--- src/rtl/ram_arb_pkg.sv ---
// Shared types and default widths for the RAM port arbiter.
package ram_arb_pkg;

  localparam int unsigned NumReqDefault    = 4;
  localparam int unsigned AddrWidthDefault = 16;
  localparam int unsigned DataWidthDefault = 32;
  localparam int unsigned ByteWidthDefault = 8;

  typedef enum logic {
    StIdle   = 1'b0,
    StLocked = 1'b1
  } arb_state_e;

endpackage

--- src/rtl/rr_pick.sv ---
// Round-robin picker: first set request at or above ptr_i, wrapping modulo N.
module rr_pick #(
  parameter int unsigned N    = 4,
  parameter int unsigned IdxW = $clog2(N)
) (
  input  logic [N-1:0]    req_i,
  input  logic [IdxW-1:0] ptr_i,
  output logic [N-1:0]    gnt_o,
  output logic [IdxW-1:0] idx_o,
  output logic            any_o
);

  int              j;
  logic [IdxW-1:0] jj;

  always_comb begin
    gnt_o = '0;
    idx_o = '0;
    any_o = 1'b0;
    j     = 0;
    jj    = '0;
    // Scan from the farthest offset down so the nearest request wins last.
    for (int off = int'(N) - 1; off >= 0; off--) begin
      j = int'(ptr_i) + off;
      if (j >= int'(N)) j = j - int'(N);
      jj = IdxW'(j);
      if (req_i[jj]) begin
        gnt_o     = '0;
        gnt_o[jj] = 1'b1;
        idx_o     = jj;
        any_o     = 1'b1;
      end
    end
  end

endmodule

--- src/rtl/ram_port_arbiter.sv ---
// Arbitrates NUM_REQ beat requesters onto one synchronous RAM port, locking on bursts.
module ram_port_arbiter
  import ram_arb_pkg::*;
#(
  parameter int unsigned NUM_REQ     = NumReqDefault,
  parameter int unsigned ADDR_WIDTH  = AddrWidthDefault,
  parameter int unsigned DATA_WIDTH  = DataWidthDefault,
  parameter int unsigned BYTE_WIDTH  = ByteWidthDefault,
  parameter int unsigned BATCH_WIDTH = DATA_WIDTH / BYTE_WIDTH
) (
  input  logic                                clk,
  input  logic                                rst,
  input  logic [NUM_REQ-1:0]                  req_valid,
  output logic [NUM_REQ-1:0]                  req_ready,
  input  logic [NUM_REQ-1:0]                  req_we,
  input  logic [NUM_REQ-1:0]                  req_last,
  input  logic [NUM_REQ-1:0][ADDR_WIDTH-1:0]  req_addr,
  input  logic [NUM_REQ-1:0][DATA_WIDTH-1:0]  req_wdata,
  input  logic [NUM_REQ-1:0][BATCH_WIDTH-1:0] req_byte_en,
  output logic [NUM_REQ-1:0]                  rsp_valid,
  output logic [DATA_WIDTH-1:0]               rsp_data,
  output logic [ADDR_WIDTH-1:0]               ram_addr,
  output logic [DATA_WIDTH-1:0]               ram_write,
  output logic                                ram_write_en,
  output logic [BATCH_WIDTH-1:0]              ram_byte_en,
  input  logic [DATA_WIDTH-1:0]               ram_data
);

  localparam int unsigned IdxW = $clog2(NUM_REQ);

  arb_state_e      state_q, state_d;
  logic [IdxW-1:0] owner_q, owner_d;
  logic [IdxW-1:0] rr_ptr_q, rr_ptr_d;
  logic [NUM_REQ-1:0] rsp_valid_q, rsp_valid_d;

  logic [NUM_REQ-1:0] pick_gnt;
  logic [IdxW-1:0]    pick_idx;
  logic               pick_any;
  logic [IdxW-1:0]    gnt_idx;
  logic               accept;

  function automatic logic [IdxW-1:0] next_idx(input logic [IdxW-1:0] i);
    return (i == IdxW'(NUM_REQ - 1)) ? '0 : i + IdxW'(1);
  endfunction

  rr_pick #(
    .N    (NUM_REQ),
    .IdxW (IdxW)
  ) u_rr_pick (
    .req_i (req_valid),
    .ptr_i (rr_ptr_q),
    .gnt_o (pick_gnt),
    .idx_o (pick_idx),
    .any_o (pick_any)
  );

  always_comb begin
    state_d   = state_q;
    owner_d   = owner_q;
    rr_ptr_d  = rr_ptr_q;
    req_ready = '0;
    gnt_idx   = '0;
    accept    = 1'b0;
    // Outputs are forced quiet while reset is held, not just after the edge.
    if (!rst) begin
      unique case (state_q)
        StIdle: begin
          if (pick_any) begin
            req_ready = pick_gnt;
            gnt_idx   = pick_idx;
            accept    = 1'b1;
            if (req_last[pick_idx]) begin
              rr_ptr_d = next_idx(pick_idx);
            end else begin
              state_d = StLocked;
              owner_d = pick_idx;
            end
          end
        end
        StLocked: begin
          if (req_valid[owner_q]) begin
            req_ready[owner_q] = 1'b1;
            gnt_idx            = owner_q;
            accept             = 1'b1;
            if (req_last[owner_q]) begin
              state_d  = StIdle;
              rr_ptr_d = next_idx(owner_q);
            end
          end
        end
        default: state_d = StIdle;
      endcase
    end
  end

  always_comb begin
    ram_addr     = '0;
    ram_write    = '0;
    ram_write_en = 1'b0;
    ram_byte_en  = '0;
    rsp_valid_d  = '0;
    if (accept) begin
      ram_addr = req_addr[gnt_idx];
      if (req_we[gnt_idx]) begin
        ram_write_en = 1'b1;
        ram_byte_en  = req_byte_en[gnt_idx];
        ram_write    = req_wdata[gnt_idx];
      end else begin
        rsp_valid_d = req_ready;
      end
    end
  end

  always_ff @(posedge clk or posedge rst) begin
    if (rst) begin
      state_q     <= StIdle;
      owner_q     <= '0;
      rr_ptr_q    <= '0;
      rsp_valid_q <= '0;
    end else begin
      state_q     <= state_d;
      owner_q     <= owner_d;
      rr_ptr_q    <= rr_ptr_d;
      rsp_valid_q <= rsp_valid_d;
    end
  end

  assign rsp_valid = rsp_valid_q;
  assign rsp_data  = ram_data;

endmodule

--- config.mk ---
export PLATFORM = sky130hd
export DESIGN_NAME = ram_port_arbiter
export DESIGN_NICKNAME = d
export VERILOG_FILES = /design/src/rtl/ram_arb_pkg.sv /design/src/rtl/rr_pick.sv /design/src/rtl/ram_port_arbiter.sv
export SDC_FILE = /design/constraint.sdc
export NUM_CORES = 1
export LEC_CHECK = 0
export BUFFER_PORTS_ARGS = -buffer_cell sky130_fd_sc_hd__buf_4
export CAP_MARGIN = 20
export CORE_AREA = 10 10 127 129
export CTS_CLUSTER_SIZE = 12
export DETAILED_ROUTE_END_ITERATION = 6
export DIE_AREA = 0 0 137 139
export SLEW_MARGIN = 10
export SYNTH_ARGS = -nofsm -noshare
export SYNTH_HDL_FRONTEND = slang
export SYNTH_SLANG_ARGS = --single-unit
--- constraint.sdc ---
create_clock -name clk -period 8 [get_ports clk]
set_input_delay 0 -clock clk [delete_from_list [all_inputs] [get_ports clk]]
set_output_delay 0 -clock clk [all_outputs]
set_load 0.05 [all_outputs]
==> results.md, run 1 <==
- Critical Path Source Type: register
- Post-route setup TNS: 0 ns
- DRT iter0 DRCs: 302
- Die outline height: 139 um
- CTS tree: built
- Clock H-tree levels: 1
- R2R cell count: 9
- RSZ-0062 raised after global routing: false
- Nets@finish: 920
- Drt first pass iters: 6
- Tightest Pin Transition: 1.099 ns
- FFs w/ async S/R, synth: 1.000
- Max Fclk: 210.8 MHz
- Clock skew: 0.004197 ns
- Register area: 225.2 um2
- GR Util All Layers: 0.2015
- Vias in the first global route: 4597
- Area delta synth->final: 61.94%
- Data required time of the worst path: 8.00 ns
- Initial antenna violation count: 2
- Synth Instances: 448
- Post-synthesis cell area: 3222 um2
- Setup slack after layout: 3.257 ns
- Sequential fraction of the synthesis area: 0.06990
- Routed Antenna Nets: 0
- # hold bufs at CTS: 1
- Commonest cells after routing, fill and taps aside: buf_4, and3_1, a31oi_1
- # port buffers: 282
- Setup crit end kind: primary output
- P_leak: 2.633 nW
- Initial Util: 0.2358
- R2r setup slk: 3.71 ns
- WS Path Type: reg -> out
- Largest net degree at the start of global routing: 73
- Post-route clock period utilization: 0.5929
- Most common cell after layout, fill and taps aside: buf_4
- # Post-CTS Setup Buffers: 0
- Pre-CTS setup slack: 3.500 ns
- DRC Markers: 0
- Layout fillers: 1427
- First-pass GRT wire length: 29780 um
- Post-synth EDFFs: 0
- GRT overflow: 0
- Max-cap violations: 0
- Data arrival time of the worst path: 4.74 ns
- Crit-path cells: inv_1 > ha_1 > mux4_2 > o211a_1 > a21o_1 > a22oi_4 > buf_4 > mux2i_1 > and2_1 > buf_4
- Synthesized area per cell: 7.192 um2
- CTS resizes: 0
- Final wirelength: 21080 um
- Root Driver: clkbuf_16
- Ports: 347
- Syn nets: 714
- Multi-input gate area: 2500 um2
- # setup viols final: 0
- Synth warn: 0
- Hold path depth: 0
- Chip width: 137 um
- Core Rows: 43
- Vias/cell: 5.491
- Reg-to-Reg End: rsp_valid[0]$_DFF_PP0_
- Cts bufs inserted: 3
- Final GP Congestion: 0.8845
- DP HPWL: 17420 um
- Hold EP: rsp_data[28]
- HP Class: in -> out
- Routed vias: 4585
- Total power divided by cell area: 314.0 nW/um2
- R2R Path Start: rr_ptr_q[0]$_DFFE_PP0P_
- Wire length per cell: 25.25 um
- Fraction of layout cells with a size suffix above 1: 0.4671
- Hold path startpoint: ram_data[28]
- Final hold violation count: 0
- DIE AREA: 19040 um2
- Crit path largest cell delay: 0.81 ns
- Max transition margin: 0.2646
- Maximum VDD drop: 130.2 uV
- Max FO, Critical Path: 53
- Clk buf depth: 2
- CP max stage cell: dfrtp_1
- Yosys cell types: 47
- Crit-path most repeated cell: buf_4
- Min cycle time layout: 4.743 ns
- Core area: 13670 um2
- Slew Limit Fails: 0
- Synthesized flop and latch total: 9
- Clock latency at the later pin of the worst-skew pair: 0.23 ns
- Synth Flop Type: dfrtp_1
- Outcome: complete, no violations
- Clk slew on worst S/H paths: 0.04 ns
- CTS sink count: 9
how the worst max path moves through the flow:
| stage | start | to | slack, ns |
|---|---|---|---|
| 6_report | rr_ptr_q[0]$_DFFE_PP0P_ | ram_write_en | 3.26 |
| 5_1_grt | rr_ptr_q[0]$_DFFE_PP0P_ | ram_write_en | 2.96 |
| 4_1_cts | rr_ptr_q[0]$_DFFE_PP0P_ | ram_write_en | 3.26 |
| 2_1_floorplan | rr_ptr_q[1]$_DFFE_PP0P_ | ram_addr[0] | 4.42 |
| 3_3_place_gp | rr_ptr_q[0]$_DFFE_PP0P_ | ram_write_en | 3.66 |
| 3_5_place_dp | rr_ptr_q[0]$_DFFE_PP0P_ | ram_write_en | 3.50 |
synth_stat cells (5+ instances only):
cell type | number | share of area
o21ai_0 | 7 | 0.011
nand2_1 | 20 | 0.023
and3_1 | 74 | 0.14
ha_1 | 12 | 0.047
a31oi_1 | 72 | 0.14
nor2_1 | 7 | 0.0082
inv_1 | 7 | 0.0082
clkbuf_1 | 30 | 0.035
buf_2 | 18 | 0.028
nand3_1 | 5 | 0.0078
a22oi_1 | 6 | 0.014
buf_4 | 34 | 0.079
dfrtp_1 | 9 | 0.070
o22ai_1 | 52 | 0.10
mux2i_1 | 44 | 0.14
logic make-up after synthesis:
family,share of synthesized area
multiplexers,0.1821
XOR/XNOR,0.002719
buffers and inverters,0.1577
flip-flops,0.06990
AND/OR/NAND/NOR,0.2194
adder cells (fa/ha/maj),0.04660
AO/OA/AOI/OAI,0.3216
worst max-delay path: cells and delay by family (launching register included):
| kind | cells | cell delay, ns |
|---|---|---|
| flip-flops | 1 | 0.81 |
| AO/OA/AOI/OAI | 3 | 0.71 |
| multiplexers | 2 | 1.21 |
| AND/OR/NAND/NOR | 1 | 0.25 |
| adder cells (fa/ha/maj) | 1 | 0.48 |
| buffers and inverters | 3 | 1.05 |
sequential cells by signal, indices dropped and copies added, names as in the netlist:
signal and flops:
rsp_valid 4, rr_ptr_q 2, state_q 1, owner_q 2
per-stage QoR:
stage	power (W)	cells	cell area, um2	util	hold slack (ns)
6_report	0.001638	835	5218	0.3818	0.00002195
5_1_grt	0.001750	835	5218	0.3818	0.0001298
2_1_floorplan	0.001205	448	3222	-	0.04344
3_5_place_dp	0.001552	828	5124	0.3749	0.0003700
3_3_place_gp	0.001532	828	5124	0.3749	0.0003700
4_1_cts	0.001644	833	5213	0.3814	0.0003700
metal layers:
metal / track usage / wire (um) / vias to the layer above
met5: 0.005540 / 0 / -
met4: 0.08213 / 892 / 0
met3: 0.07065 / 2207 / 32
met2: 0.3533 / 10850 / 287
met1: 0.2115 / 7130 / 2136
li1: - / - / 2130
power breakdown:
group	leakage (nW)	switching [W]	internal, W	total, W
Clock	0.0382	0.0000204	0.0000665	0.0000869
Sequential	0.115	0.0000532	0.0000629	0.000116
Combinational	2.48	0.000923	0.000513	0.00144
area by class of cell:
| cell class | count | area share |
|---|---|---|
| inverter | 7 | 0.005036 |
| tap | 180 | 0.04317 |
| antenna | 2 | 0.0009592 |
| timing repair buffer | 287 | 0.4134 |
| clock buffer | 4 | 0.01511 |
| sequential | 9 | 0.04317 |
| multi-input combinational | 346 | 0.4791 |
No activity file was read; power rests on OpenSTA's default activity.
==> run 2, diff against run 1 <==
--- a/config.mk
+++ b/config.mk
@@ -7,10 +7,10 @@
 export LEC_CHECK = 0
 export BUFFER_PORTS_ARGS = -buffer_cell sky130_fd_sc_hd__buf_4
 export CAP_MARGIN = 20
-export CORE_AREA = 10 10 127 129
+export CORE_AREA = 10 10 126 128
 export CTS_CLUSTER_SIZE = 12
 export DETAILED_ROUTE_END_ITERATION = 6
-export DIE_AREA = 0 0 137 139
+export DIE_AREA = 0 0 136 138
 export SLEW_MARGIN = 10
 export SYNTH_ARGS = -nofsm -noshare
 export SYNTH_HDL_FRONTEND = slang
==> constraint.sdc (replaced) <==
create_clock -name clk -period 3.9 [get_ports clk]
set_input_delay 0 -clock clk [delete_from_list [all_inputs] [get_ports clk]]
set_output_delay 0 -clock clk [all_outputs]
set_load 0.05 [all_outputs]
==> results.md, run 2 (same netlist as run 1, synthesis figures left out) <==
- Commonest cells after routing, fill and taps aside: buf_4, and3_1, a31oi_1
- Area delta synth->final: 64.35%
- Max FFs per register: 4 (unchanged)
- DRC Markers: 0 (unchanged)
- Vias in the first global route: 4781 (+4.0%)
- Chip width: 136 um (-0.73%)
- Initial Util: 0.2386 (+0.002818)
- Maximum VDD drop: 244.2 uV (+88%)
- Outcome: complete, no violations
- Clock latency at the later pin of the worst-skew pair: 0.23 ns (about the same)
- Routed vias: 4587 (+0.044%)
- Post-route setup TNS: 0 ns (unchanged)
- Slew Limit Fails: 0 (unchanged)
- Nets@finish: 925 (+0.54%)
- Initial antenna violation count: 3 (+1)
- Final hold violation count: 0 (unchanged)
- # port buffers: 282 (unchanged)
- Register area: 225.2 um2 (unchanged)
- Min cycle time layout: 3.388 ns
- Clk slew on worst S/H paths: 0.04 ns (about the same)
- Post-route clock period utilization: 0.8688
- Data arrival time of the worst path: 3.39 ns (-1.35 ns)
- DRT iter0 DRCs: 324 (+7.3%)
- Layout fillers: 1427 (unchanged)
- # setup viols final: 0 (unchanged)
- Clk buf depth: 2 (unchanged)
- DIE AREA: 18770 um2 (-1.4%)
- CTS resizes: 0 (unchanged)
- Max-cap violations: 0 (unchanged)
- Multi-input gate area: 2500 um2 (unchanged)
- Data required time of the worst path: 3.90 ns (-4.10 ns)
- Worst hold slack: 0.00001932 ns (-0.000002636 ns)
- Vias/cell: 5.454 (-0.67%)
- Tightest Pin Transition: 0.7295 ns (-0.3697 ns)
- CTS tree: built
- Root Driver: clkbuf_16
- Core Rows: 43 (unchanged)
- GR Util All Layers: 0.2025 (+0.001061)
- Die outline height: 138 um (-0.72%)
- Setup crit end kind: primary output
- RSZ-0062 raised after global routing: false
- Max FO, Critical Path: 72 (+36%)
- Clock skew: 0.004468 ns (+0.0002711 ns)
- Drt first pass iters: 5 (-1)
- Fraction of layout cells with a size suffix above 1: 0.4711 (+0.004050)
- Core area: 13500 um2 (-1.2%)
- Clock H-tree levels: 1 (unchanged)
- Total power divided by cell area: 652.0 nW/um2 (+110%)
- Dpl cell area: 5199 um2 (+1.5%)
- Final Instance Area: 5295 um2 (+1.5%)
- Max Fclk: 295.1 MHz
- Routed Antenna Nets: 0 (unchanged)
- Largest net degree at the start of global routing: 73 (unchanged)
- HP Class: in -> out
- GRT overflow: 0 (unchanged)
- Wire length per cell: 24.75 um (-2.0%)
- CTS sink count: 9 (unchanged)
- WS Path Type: reg -> out
- First-pass GRT wire length: 29910 um (+0.44%)
- Most common cell after layout, fill and taps aside: buf_4
- Max transition margin: 0.5122 (+0.2475)
- Final GP Congestion: 0.8691 (-1.7%)
- Final wirelength: 20810 um (-1.3%)
- P_leak: 2.667 nW (+1.3%)
- Cts bufs inserted: 3 (unchanged)
- DP HPWL: 17040 um (-2.2%)
- Critical Path Source Type: register
- Ports: 347 (unchanged)
run 2: area by class of cell:
class                   count  area share
repair buffers            292      0.4215
inverters                   7    0.004962
clock buffers               4     0.01489
flip-flops and latches      9     0.04253
multi-input cells         346      0.4721
diodes                      3    0.001418
well taps                 180     0.04253
run 2: layer usage:
layer	share of wire	routed length, um	GRT usage	vias up
met4	0.048	990	0.08749	0
met2	0.52	10900	0.3695	231
li1	-	-	-	2139
met1	0.33	6791	0.1984	2187
met5	0	0	0.005540	-
met3	0.10	2135	0.07319	30
run 2: stage by stage:
| step | std cells | total power, W | worst slack [ns] | util |
|---|---|---|---|---|
| 2_1_floorplan | 448 | 0.002472 | 0.3204 | - |
| 3_3_place_gp | 833 | 0.003222 | 0.8301 | 0.3850 |
| 3_5_place_dp | 833 | 0.003270 | 0.7713 | 0.3850 |
| 4_1_cts | 838 | 0.003465 | 0.5227 | 0.3916 |
| 5_1_grt | 841 | 0.003658 | 0.3091 | 0.3921 |
| 6_report | 841 | 0.003453 | 0.5118 | 0.3921 |
run 2: final timing paths:
check	endpoint	from	slack [ns]	cells after the start
max reg2reg	owner_q[0]$_DFFE_PP0P_	rr_ptr_q[0]$_DFFE_PP0P_	0.76	8
min reg2reg	rr_ptr_q[1]$_DFFE_PP0P_	rr_ptr_q[1]$_DFFE_PP0P_	0.72	2
max in group asynchronous	rsp_valid[1]$_DFF_PP0_	rst	3.19	3
max	ram_write[17]	rr_ptr_q[0]$_DFFE_PP0P_	0.51	10
min	rsp_data[13]	ram_data[13]	0.00002	0
min in group asynchronous	rr_ptr_q[0]$_DFFE_PP0P_	rst	0.39	3
run 2: power by group:
part,total [W],switching [W],internal [W]
Combinational,0.00309,0.00197,0.00112
Sequential,0.000186,0.0000564,0.000130
Clock,0.000180,0.0000433,0.000137
run 2: what timing repair did:
| item | 4_1_cts | 5_1_grt |
|---|---|---|
| setup endpoints to repair | 0 | 0 |
| hold buffers | 1 | 0 |
| setup buffers | 0 | 0 |
| endpoints found under the hold margin | 9 | 0 |
run 2: worst max-delay path, stage by stage, from the launching register on:
cell	delay, ns
dfrtp_1	0.36
inv_1	0.22
ha_1	0.34
a221o_1	0.35
a22oi_1	0.41
o41a_2	0.19
buf_4	0.47
and3_1	0.24
a31oi_1	0.06
o22ai_1	0.22
buf_4	0.24
==> run 3, diff against run 2 <==
--- a/config.mk
+++ b/config.mk
@@ -7,11 +7,12 @@
 export LEC_CHECK = 0
 export BUFFER_PORTS_ARGS = -buffer_cell sky130_fd_sc_hd__buf_4
 export CAP_MARGIN = 20
-export CORE_AREA = 10 10 126 128
+export CORE_AREA = 10 10 127 129
 export CTS_CLUSTER_SIZE = 12
 export DETAILED_ROUTE_END_ITERATION = 6
-export DIE_AREA = 0 0 136 138
+export DIE_AREA = 0 0 137 139
 export SLEW_MARGIN = 10
 export SYNTH_ARGS = -nofsm -noshare
 export SYNTH_HDL_FRONTEND = slang
+export SYNTH_HIERARCHICAL = 1
 export SYNTH_SLANG_ARGS = --single-unit
==> results.md, run 3 <==
- Die outline height: 139 um (+0.72%)
- P_leak: 2.593 nW (-2.8%)
- Max FFs per register: 4 (unchanged)
- Data required time of the worst path: 3.90 ns (about the same)
- Max-cap violations: 0 (unchanged)
- Reg-to-Reg End: owner_q[0]$_DFFE_PP0P_
- Psw: 0.002522 W (+22%)
- Final GP Congestion: 0.8976 (+3.3%)
- Drt first pass iters: 5 (unchanged)
- Core area: 13670 um2 (+1.2%)
- R2R cell count: 11 (+3)
- First-pass GRT wire length: 29680 um (-0.79%)
- DIE AREA: 19040 um2 (+1.5%)
- Slew Limit Fails: 0 (unchanged)
- Hold path startpoint: ram_data[28]
- Chip width: 137 um (+0.74%)
- Nets@finish: 984 (+6.4%)
- Largest net degree at the start of global routing: 68 (-6.8%)
- Commonest cells after routing, fill and taps aside: buf_4, nand2_1, o21a_1, a211oi_1, a311oi_2
- DP HPWL: 16510 um (-3.1%)
- Setup slack after layout: 0.3011 ns (-0.2107 ns)
- Data arrival time of the worst path: 3.60 ns (+0.21 ns)
- RSZ-0062 raised after global routing: false
- Worst hold slack: 0.00001929 ns (-0.00000002600 ns)
- DRT iter0 DRCs: 205 (-37%)
- Total power divided by cell area: 697.7 nW/um2 (+7.0%)
- Max transition margin: 0.4130 (-0.09919)
- Most common cell after layout, fill and taps aside: buf_4
- Syn nets: 765 (+7.1%)
- Tightest Pin Transition: 0.8805 ns (+0.1510 ns)
- Internal power: 0.001558 W (+13%)
- Max Fclk: 277.9 MHz (-5.9%)
- DRC Markers: 0 (unchanged)
- Pre-CTS setup slack: 0.4958 ns (-0.2755 ns)
- Post-route clock period utilization: 0.9228 (+0.05403)
- Clock network power share: 0.045 (-0.007)
- Post-synth EDFFs: 0 (unchanged)
- Clk slew on worst S/H paths: 0.04 ns (about the same)
- Core Rows: 43 (unchanged)
- Overall Power: 0.004080 W (+18%)
- Area delta synth->final: 59.87%
- Wire length per cell: 22.47 um (-9.2%)
- R2R Path Start: rr_ptr_q[0]$_DFFE_PP0P_
- Clock latency at the later pin of the worst-skew pair: 0.24 ns (about the same)
- R2r setup slk: 1.15 ns (+0.39 ns)
- Ports: 347 (unchanged)
- CTS tree: built
- Initial antenna violation count: 0 (-3)
- Ranking of synthesized cells by area: a311oi_2, nand2_1, a211oi_1
- Layout fillers: 1377 (-3.5%)
- Hold path depth: 0 (unchanged)
- Reg power frac: 0.048 (-0.006)
- Synthesized area per cell: 7.344 um2 (+2.1%)
- Cts bufs inserted: 3 (unchanged)
- Area leader, netlist: a311oi_2
- Synthesized flop and latch total: 9 (unchanged)
- Sequential fraction of the synthesis area: 0.06158 (-0.008322)
- Max FO, Critical Path: 26 (-64%)
- Routed Antenna Nets: 0 (unchanged)
- Vias/cell: 5.407 (-0.86%)
- Yosys cell types: 52 (+11%)
- # setup viols final: 0 (unchanged)
- FFs w/ async S/R, synth: 1.000 (unchanged)
- Vias in the first global route: 4929 (+3.1%)
- Hold EP: rsp_data[28]
- # port buffers: 282 (unchanged)
- Top-count cell post-synth: nand2_1
- Post-synth top cells: nand2_1, a211oi_1, o21a_1
- Min cycle time layout: 3.599 ns (+0.2107 ns)
- HP Class: in -> out
- Root Driver: clkbuf_16
- Clk buf depth: 2 (unchanged)
- Initial Util: 0.2676 (+0.02904)
- Fraction of layout cells with a size suffix above 1: 0.5279 (+0.05681)
- Synth Instances: 498 (+11%)
- GRT overflow: 0 (unchanged)
- Clock skew: 0.003911 ns (-0.0005568 ns)
- Setup crit end kind: primary output
- Sw Ratio: 0.6181 (+0.01878)
- Routed vias: 4845 (+5.6%)
- Critical Path Source Type: register
- Final hold violation count: 0 (unchanged)
- Clock H-tree levels: 1 (unchanged)
- Final wirelength: 20130 um (-3.3%)
- Maximum VDD drop: 352.1 uV (+44%)
- Synth top area share: 0.1191 (-0.02463)
- GR Util All Layers: 0.1960 (-0.006496)
- Outcome: complete, no violations
- Ant. Diodes: 0 (-3)
- Post-synthesis cell area: 3657 um2 (+14%)
- Synth warn: 6 (+6)
- Comb pwr share: 0.907 (+0.013)
- Synth Flop Type: dfrtp_1
- WS Path Type: reg -> out
- CTS sink count: 9 (unchanged)
==> run 3: cell types whose count changed in the layout (fill, tap and decap cells not counted), sizes merged, moves of 51 or more <==
cell | previous run | this run
nand2 | 20 | 117
and3 | 75 | 0
a31oi | 72 | 4
a211oi | 1 | 53
o21a | 0 | 52
o22ai | 52 | 0
a311oi | 1 | 52
==> run 3: metal layers <==
layer,vias to the layer above,global-route usage,share of wire,wire length [um]
met2,228,0.3621,0.55,11130
met1,2325,0.2097,0.34,6927
li1,2272,-,-,-
met3,20,0.06123,0.087,1751
met4,0,0.04218,0.016,322
met5,-,0,0,0
==> run 3: area by class of cell <==
cell class,instances,area (um2),share of cell area
clock buffer,4,78.83,0.01348
multi-input combinational,392,3027,0.5177
inverter,13,48.80,0.008346
timing repair buffer,298,2241,0.3833
sequential,9,226.5,0.03873
tap,180,225.2,0.03852
==> run 3: critical path: stages, from the launching register on <==
cell and delay, ns:
dfrtp_1 0.37, inv_1 0.24, ha_1 0.31, buf_4 0.19, nor3_1 0.24, a211oi_2 0.07, and4bb_2 0.28, a211o_1 0.27
o211a_1 0.11, or3_2 0.46, buf_4 0.27, a311oi_1 0.27, buf_4 0.25
==> run 3: per-stage QoR <==
stage | utilization | std cells | area, um2 | TNS (ns)
finish | 0.4279 | 896 | 5847 | 0
global route | 0.4279 | 896 | 5847 | 0
CTS | 0.4275 | 896 | 5842 | 0
detailed placement | 0.4217 | 892 | 5763 | 0
global placement | 0.4217 | 892 | 5763 | 0
floorplan | - | 498 | 3757 | -1.795
==> run 3: cells by family (layout without fill, tap and decap cells) <==
family,Yosys count,after routing,synth area share
simple gates,165,165,0.1868
fa+ha+maj,13,13,0.04448
flops,9,9,0.06158
compound gates,199,199,0.4902
buf+inv,97,315,0.1522
mux,15,15,0.06466
==> run 3: worst max path at each step <==
stage	from	end	slack [ns]	cells past startpoint
detailed placement	rr_ptr_q[0]$_DFFE_PP0P_	ram_write[23]	0.50	12
CTS	rr_ptr_q[0]$_DFFE_PP0P_	ram_write[23]	0.21	13
finish	rr_ptr_q[1]$_DFFE_PP0P_	ram_write[23]	0.30	12
global placement	rr_ptr_q[0]$_DFFE_PP0P_	ram_write[0]	0.53	12
global route	rr_ptr_q[0]$_DFFE_PP0P_	ram_write[23]	0.09	13
floorplan	rr_ptr_q[0]$_DFFE_PP0P_	ram_byte_en[3]	-0.26	13
==> run 3: what timing repair did <==
action / CTS / global route
setup buffers: 0 / 0
resized for setup: 0 / 2
setup endpoints to repair: 0 / 1
endpoints found under the hold margin: 0 / 0
hold buffers: 0 / 0
==> run 3: power by group through the flow <==
stage,clock (W),combinational (W),sequential (W)
6_report,0.000182,0.00370,0.000197
5_1_grt,0.000190,0.00397,0.000205
4_1_cts,0.000185,0.00370,0.000194
3_5_place_dp,0,0.00369,0.000195
3_3_place_gp,0,0.00365,0.000192
2_1_floorplan,0,0.00273,0.000197
